## config.mk

```make
export PLATFORM = sky130hd
export DESIGN_NAME = msf_frame_sequencer
export DESIGN_NICKNAME = d
export VERILOG_FILES = /design/src/rtl/msf_frame_sequencer.sv
export SDC_FILE = /design/constraint.sdc
export NUM_CORES = 1
export LEC_CHECK = 0
export ABC_AREA = 1
export CORE_UTILIZATION = 32
export DETAILED_ROUTE_END_ITERATION = 6
export HOLD_SLACK_MARGIN = 0.12
export PLACE_DENSITY = 0.51
export SYNTH_ARGS = -nofsm -noshare
export SYNTH_HDL_FRONTEND = slang
export SYNTH_SLANG_ARGS = --single-unit
export TNS_END_PERCENT = 20
```

## constraint.sdc

```tcl
create_clock -name clk_i -period 3.9 [get_ports clk_i]
set_input_delay 0.78 -clock clk_i [delete_from_list [all_inputs] [get_ports clk_i]]
set_output_delay 0.78 -clock clk_i [all_outputs]
set_load 0.02 [all_outputs]
```

## src/rtl/msf_frame_sequencer.sv

```systemverilog
// MSF time-code frame sequencer: finds second starts in the demodulated carrier,
// samples the A/B bits, detects the minute marker and tracks the second index.
module msf_frame_sequencer #(
  parameter int T_A       = 15,
  parameter int T_B       = 25,
  parameter int T_MARK    = 45,
  parameter int T_MIN_SEC = 90,
  parameter int T_TIMEOUT = 150
) (
  input  logic       clk_i,
  input  logic       rst_i,
  input  logic       data_i,
  output logic       bit_valid_o,
  output logic       bit_a_o,
  output logic       bit_b_o,
  output logic [5:0] sec_o,
  output logic       minute_o,
  output logic       synced_o,
  output logic       err_o
);

  typedef enum logic [1:0] {
    HUNT,
    PULSE,
    GAP
  } state_t;

  localparam logic [7:0] TA_8      = 8'(T_A);
  localparam logic [7:0] TB_8      = 8'(T_B);
  localparam logic [7:0] TMARK_8   = 8'(T_MARK);
  localparam logic [7:0] TMIN_8    = 8'(T_MIN_SEC);
  localparam logic [7:0] TTIME_8   = 8'(T_TIMEOUT);
  localparam logic [7:0] TIMER_MAX = 8'hFF;
  localparam logic [5:0] LAST_SEC  = 6'd59;

  state_t     state;
  logic [7:0] timer;
  logic       sync_1;
  logic       data_s;
  logic       data_d;
  logic       cont;
  logic       a;
  logic       b;
  logic       rise;

  // A second starts where the carrier switches off (data_s 0 -> 1).
  assign rise = data_s & ~data_d;

  always_ff @(posedge clk_i) begin
    if (rst_i) begin
      state       <= HUNT;
      timer       <= '0;
      sync_1      <= 1'b0;
      data_s      <= 1'b0;
      data_d      <= 1'b0;
      cont        <= 1'b0;
      a           <= 1'b0;
      b           <= 1'b0;
      bit_valid_o <= 1'b0;
      bit_a_o     <= 1'b0;
      bit_b_o     <= 1'b0;
      sec_o       <= '0;
      minute_o    <= 1'b0;
      synced_o    <= 1'b0;
      err_o       <= 1'b0;
    end else begin
      sync_1      <= data_i;
      data_s      <= sync_1;
      data_d      <= data_s;
      bit_valid_o <= 1'b0;
      minute_o    <= 1'b0;
      err_o       <= 1'b0;

      unique case (state)
        HUNT: begin
          if (rise) begin
            state <= PULSE;
            timer <= '0;
            cont  <= 1'b1;
          end
        end

        PULSE: begin
          if (timer != TIMER_MAX) timer <= timer + 8'd1;
          if (!data_s) cont <= 1'b0;
          if (timer == TA_8) a <= data_s;
          if (timer == TB_8) b <= data_s;
          // A marker is a carrier-off pulse lasting through the decision point.
          if (timer == TMARK_8) begin
            state <= GAP;
            if (cont && data_s) begin
              sec_o    <= '0;
              synced_o <= 1'b1;
              minute_o <= 1'b1;
            end else if (synced_o) begin
              if (sec_o < LAST_SEC) begin
                sec_o       <= sec_o + 6'd1;
                bit_valid_o <= 1'b1;
                bit_a_o     <= a;
                bit_b_o     <= b;
              end else begin
                err_o    <= 1'b1;
                synced_o <= 1'b0;
              end
            end
          end
        end

        GAP: begin
          if (timer == TTIME_8) begin
            err_o    <= 1'b1;
            synced_o <= 1'b0;
            state    <= HUNT;
            timer    <= '0;
          end else if (rise && timer >= TMIN_8) begin
            state <= PULSE;
            timer <= '0;
            cont  <= 1'b1;
          end else if (timer != TIMER_MAX) begin
            timer <= timer + 8'd1;
          end
        end

        default: state <= HUNT;
      endcase
    end
  end

endmodule

```

==> flow_summary.yaml, run 1 <==
hold_path:
  holdPathStages: 2
  whs_endpoint: "data_s"
  min_from: "sync_1"
  hp-class: "reg2reg"
power:
  vdd_drop_max_mv: 0.119
  finalPower_mw: 0.573
  powerDensity_nw_per_um2: 307
  power.leakage_nw: 0.750
grt:
  grt_pass1_wl_mm: 5.87
  grt_start_max_net_pins: 17
  grt_use_total_pct: 14.3
  antenna_found_initial: 0
  first_global_vias: 1257
  overflow: 0
run:
  max_cap_violations: 0
placement:
  dp_hpwl_mm: 2.55
  dpl_cell_area_um2: 1810
  gp_congestion: 0.868
  io_buffers: 14
  place_ws_ns: 1.37
cts:
  clk_latency_ns: 0.27
  root_buffer: "clkbuf_8"
  cts_num_sinks: 28
  cts_tree: "yes"
  clock_tree.buffer_depth: 2
  cts_hold_buf: 0
  numCtsBuffers: 3
  cts_setup_buffers: 0
  clk_pin_slew_ns: 0.10
  htreeDepth: 1
  cts_resized: 0
critical_path:
  worstPathCellList: "clkdlybuf4s50_1 -> inv_1 -> nand4_1 -> nor2_1"
  cp.arrival_ns: 2.36
  max_stage_delay_ns: 0.86
  critical_path_class: "in2reg"
  ff2ff_path_depth: 9
  required_ns: 4.07
  cp-end-kind: "flop"
  ff2ff_setup_slack_ns: 2.25
  worst_r2r_endpoint: "timer[1]"
  rr_startpoint: "timer[0]"
  start_kind: "primary input"
  cp_slowest_cell: "clkdlybuf4s50_1"
  critPathMaxFanout: 16
synthesis:
  avgSynthCellArea_um2: 7.22
  netlist_instances: 221
  async_reset_ff_share_pct: 0
  ys_types: 25
  synth-seq-cells: 28
  syn_nets: 232
  seq_area_frac_synth_pct: 35.1
  syn_area_um2: 1600
  synth_edf_count: 0
  yosysWarnings: 0
  ys.flop_type: "dfxtp_1"
drt:
  drtPass1Iterations: 4
  ant_nets: 0
  wl_mm: 3.39
  vias: 1374
  drt-initial-drc-count: 57
  drcViolationCount: 0
  wl_per_cell_um: 11.2
  vias_per_cell: 4.52
timing:
  fin_ws_ns: 1.71
  finalHoldViolations: 0
  worstMarginPinSlew_ns: 0.612
  period_share_pct: 56.1
  fin_crit_ns: 2.19
  setup_violations: 0
  clock_skew_ns: 0.00465
  max_freq_mhz: 457
  drv_slew: 0
  relSlewSlack_pct: 59.1
  fin_tns_setup_ns: 0
  rsz0062_at_grt: "false"
finish:
  final_nets: 249
  most-common-layout-cells: "nand2_1 (44), nor2_1 (31), dfxtp_1 (28)"
  nFillCells: 543
  drive_gt1_share_pct: 9.70
  syn_to_final_growth_pct: 17.0
  antenna_cells: 0
  design_area_um2: 1870
  final_common_cell: "nand2_1"
  final_util_pct: 39.3
floorplan:
  ios: 15
  coreArea_um2: 4750
  fp-row-count: 25
  dieArea_um2: 5270
  die_h_um: 72.6
  initial_core_util_pct: 33.6
  die_w_um: 72.6
run_status:
  status: "finished, final reports clean"
[sequential cells by signal, summed over array words and instances, names as in the netlist]
name         count
timer            8
sec_o            6
state            2
a                1
b                1
bit_a_o          1
bit_b_o          1
bit_valid_o      1
cont             1
data_d           1
data_s           1
err_o            1
minute_o         1
sync_1           1
synced_o         1
[worst max path at each step]
stage,from,cells after the start,endpoint
floorplan,sec_o[0],10,sec_o[1]
global placement,rst_i,4,timer[4]
detailed placement,rst_i,4,timer[4]
CTS,rst_i,4,timer[4]
global route,rst_i,4,b
finish,rst_i,4,timer[4]
[cell type report]
class                      count  area [um^2]  share of cell area, %
tap                           67         83.8                   4.49
multi-input combinational    160          911                   48.8
timing repair buffer          14          140                   7.51
clock buffer                   4         55.1                   2.95
inverter                      31          116                   6.23
sequential                    28          561                   30.0
[critical path, delay by kind of cell]
kind,cells,cell delay (ns)
buf+inv,2,1.30
simple gates,2,0.28
[cells by family after synthesis]
family	synth area share [%]
AOI/OAI and AO/OA	11.3
xor gates and xnor gates	1.65
adders and majority gates	6.27
buffers and inverters	7.76
DFF	35.1
and+or+nand+nor	37.9
[cell usage after synthesis (3+ instances only)]
library cell	number	share of area [%]
nor2_4	3	2.1
o21ai_0	8	2.5
xor2_1	3	1.6
inv_1	26	6.1
inv_2	5	1.2
dfxtp_1	28	35
nand4_1	8	3.1
nand3_1	19	6.0
o21ai_1	3	0.94
nand2_1	44	10
a21oi_1	17	5.3
nor2_1	31	7.3
ha_1	8	6.3
[routing by layer]
layer  global-route usage, %  part of all wire [%]  wire (um)
met1                    19.7                    50       1710
met3                    1.66                   3.7        124
met5                       0                     0          0
met2                    23.1                    45       1540
met4                    4.79                  0.62         21
[power breakdown]
group	internal (mW)	switching (mW)	total, mW
Clock	0.0904	0.0938	0.184
Combinational	0.0278	0.0605	0.0882
Sequential	0.294	0.00679	0.301
Total	0.412	0.161	0.573
[stage by stage]
step                      cells  hold WS [ns]
after floorplan             221         0.388
final                       304         0.405
after detailed placement    300         0.392
after CTS                   304         0.407
after global routing        304         0.431
after global placement      300         0.393
Power figures use the tool's default switching activity.
==> inputs of run 2 (changes only) <==
--- a/config.mk
+++ b/config.mk
@@ -9,7 +9,7 @@
 export CORE_UTILIZATION = 32
 export DETAILED_ROUTE_END_ITERATION = 6
 export HOLD_SLACK_MARGIN = 0.12
-export PLACE_DENSITY = 0.51
+export PLACE_DENSITY = 0.52
 export SYNTH_ARGS = -nofsm -noshare
 export SYNTH_HDL_FRONTEND = slang
 export SYNTH_SLANG_ARGS = --single-unit
==> constraint.sdc (replaced) <==
create_clock -name clk_i -period 2 [get_ports clk_i]
set_input_delay 0.4 -clock clk_i [delete_from_list [all_inputs] [get_ports clk_i]]
set_output_delay 0.4 -clock clk_i [all_outputs]
set_load 0.02 [all_outputs]
==> run 2 against run 1 <==
Against the previous run:
- die area unchanged
- clock power grew to 2.6 times the previous value
- sequential share of layout area fell by 0.38 points
- critical path type is now reg2out
- largest cell class unchanged
- highest routed layer unchanged
==> flow_summary.yaml, run 2 (synthesized netlist as in run 1, its figures left out) <==
run:
  max_cap_violations: 0
power:
  p_int_mw: 0.897
  power_frac_comb_pct: 14.1
  powerDensity_nw_per_um2: 651
  clkPwrFrac_pct: 38.2
  power_switching_mw: 0.333
  swShare_pct: 27.0
  seqPwrFrac_pct: 47.7
  vdd_drop_max_mv: 0.361
  power.leakage_nw: 0.762
timing:
  period_share_pct: 86.6
  fin_tns_setup_ns: 0
  drv_slew: 0
  relSlewSlack_pct: 67.5
  finalHoldViolations: 0
  setup_violations: 0
  worstMarginPinSlew_ns: 0.486
  fin_crit_ns: 1.73
  rsz0062_at_grt: "false"
  clock_skew_ns: 0.00634
  max_freq_mhz: 577
  hold_ws_ns: 0.416
drt:
  wl_per_cell_um: 11.1
  drcViolationCount: 0
  drt-initial-drc-count: 66
  vias_per_cell: 4.58
  vias: 1397
  ant_nets: 0
  wl_mm: 3.39
  drtPass1Iterations: 4
run_status:
  status: "finished, final reports clean"
finish:
  largest_reg_flops: 8
  syn_to_final_growth_pct: 18.5
  top_register: "timer"
  antenna_cells: 0
  final_common_cell: "nand2_1"
  final_util_pct: 39.8
  top_regs: "timer x8, sec_o x6, state x2"
  final_nets: 250
  nFillCells: 507
  drive_gt1_share_pct: 10.1
  most-common-layout-cells: "nand2_1 (44), nor2_1 (31), dfxtp_1 (28)"
critical_path:
  cp_slowest_cell: "clkdlybuf4s50_1"
  critPathMaxFanout: 5
  worstPathCellList: "clkdlybuf4s50_1"
  required_ns: 1.60
  max_stage_delay_ns: 0.63
  start_kind: "flop"
  cp-end-kind: "primary output"
  cp.arrival_ns: 1.33
  critical_path_class: "reg2out"
  path_buf_inv: 1
  worst_path_dominant_cell_family: "buffers and inverters"
placement:
  io_buffers: 14
  gp_congestion: 0.878
  dp_hpwl_mm: 2.47
grt:
  antenna_found_initial: 0
  grt_pass1_wl_mm: 6.02
  overflow: 0
  grt_use_total_pct: 14.7
  grt_start_max_net_pins: 17
  first_global_vias: 1261
floorplan:
  fp-row-count: 25
  die_w_um: 72.6
  coreArea_um2: 4750
  ios: 15
  die_h_um: 72.6
  initial_core_util_pct: 33.6
  dieArea_um2: 5270
cts:
  root_buffer: "clkbuf_8"
  numCtsBuffers: 3
  htreeDepth: 1
  cts_hold_buf: 0
  cts_num_sinks: 28
  clock_tree.buffer_depth: 2
  cts_setup_buffers: 0
  clk_latency_ns: 0.29
  cts_tree: "yes"
  clk_pin_slew_ns: 0.10
  cts_resized: 0
hold_path:
  hp-class: "reg2reg"
run 2: cell count changes in the layout (fill, tap and decap cells not counted), sizes merged:
cell,before,now
buf,0,1
clkbuf,4,3
bufinv,0,1
run 2: worst paths after layout:
check | end | startpoint | cells after the start | slack, ns
min reg2reg | data_s | sync_1 | 2 | 0.42
max | sec_o[3] | sec_o[3] | 1 | 0.27
min | data_s | sync_1 | 2 | 0.42
max reg2reg | timer[5] | timer[0] | 9 | 0.37
run 2: stage by stage:
stage	total power [mW]	worst slack, ns	area, um^2	cells
detailed placement	0.772	0.414	1820	301
CTS	1.24	0.254	1890	305
finish	1.23	0.268	1890	305
floorplan	0.731	0.559	1600	221
global route	1.29	0.196	1890	305
global placement	0.775	0.408	1820	301
run 2: layout make-up:
cell class / instances / area, um^2 / share of cell area, %
multi-input cells: 160 / 911 / 48.2
flip-flops and latches: 28 / 561 / 29.6
repair buffers: 15 / 148 / 7.81
inverters: 31 / 116 / 6.15
well taps: 67 / 83.8 / 4.43
clock buffers: 3 / 41.3 / 2.18
clock inverters: 1 / 30.0 / 1.59
run 2: per-layer routing:
layer	vias up	GRT usage, %	share of wire, %
met2	45	21.9	45
met1	603	20.8	48
met5	-	0	0
li1	744	-	-
met4	0	6.54	1.7
met3	5	2.49	6.3
run 2: power groups by stage:
stage,Clock [mW],Combinational [mW],Sequential (mW)
6_report,0.470,0.173,0.587
5_1_grt,0.501,0.200,0.590
4_1_cts,0.476,0.172,0.587
3_5_place_dp,0,0.172,0.600
3_3_place_gp,0,0.174,0.600
2_1_floorplan,0,0.135,0.596
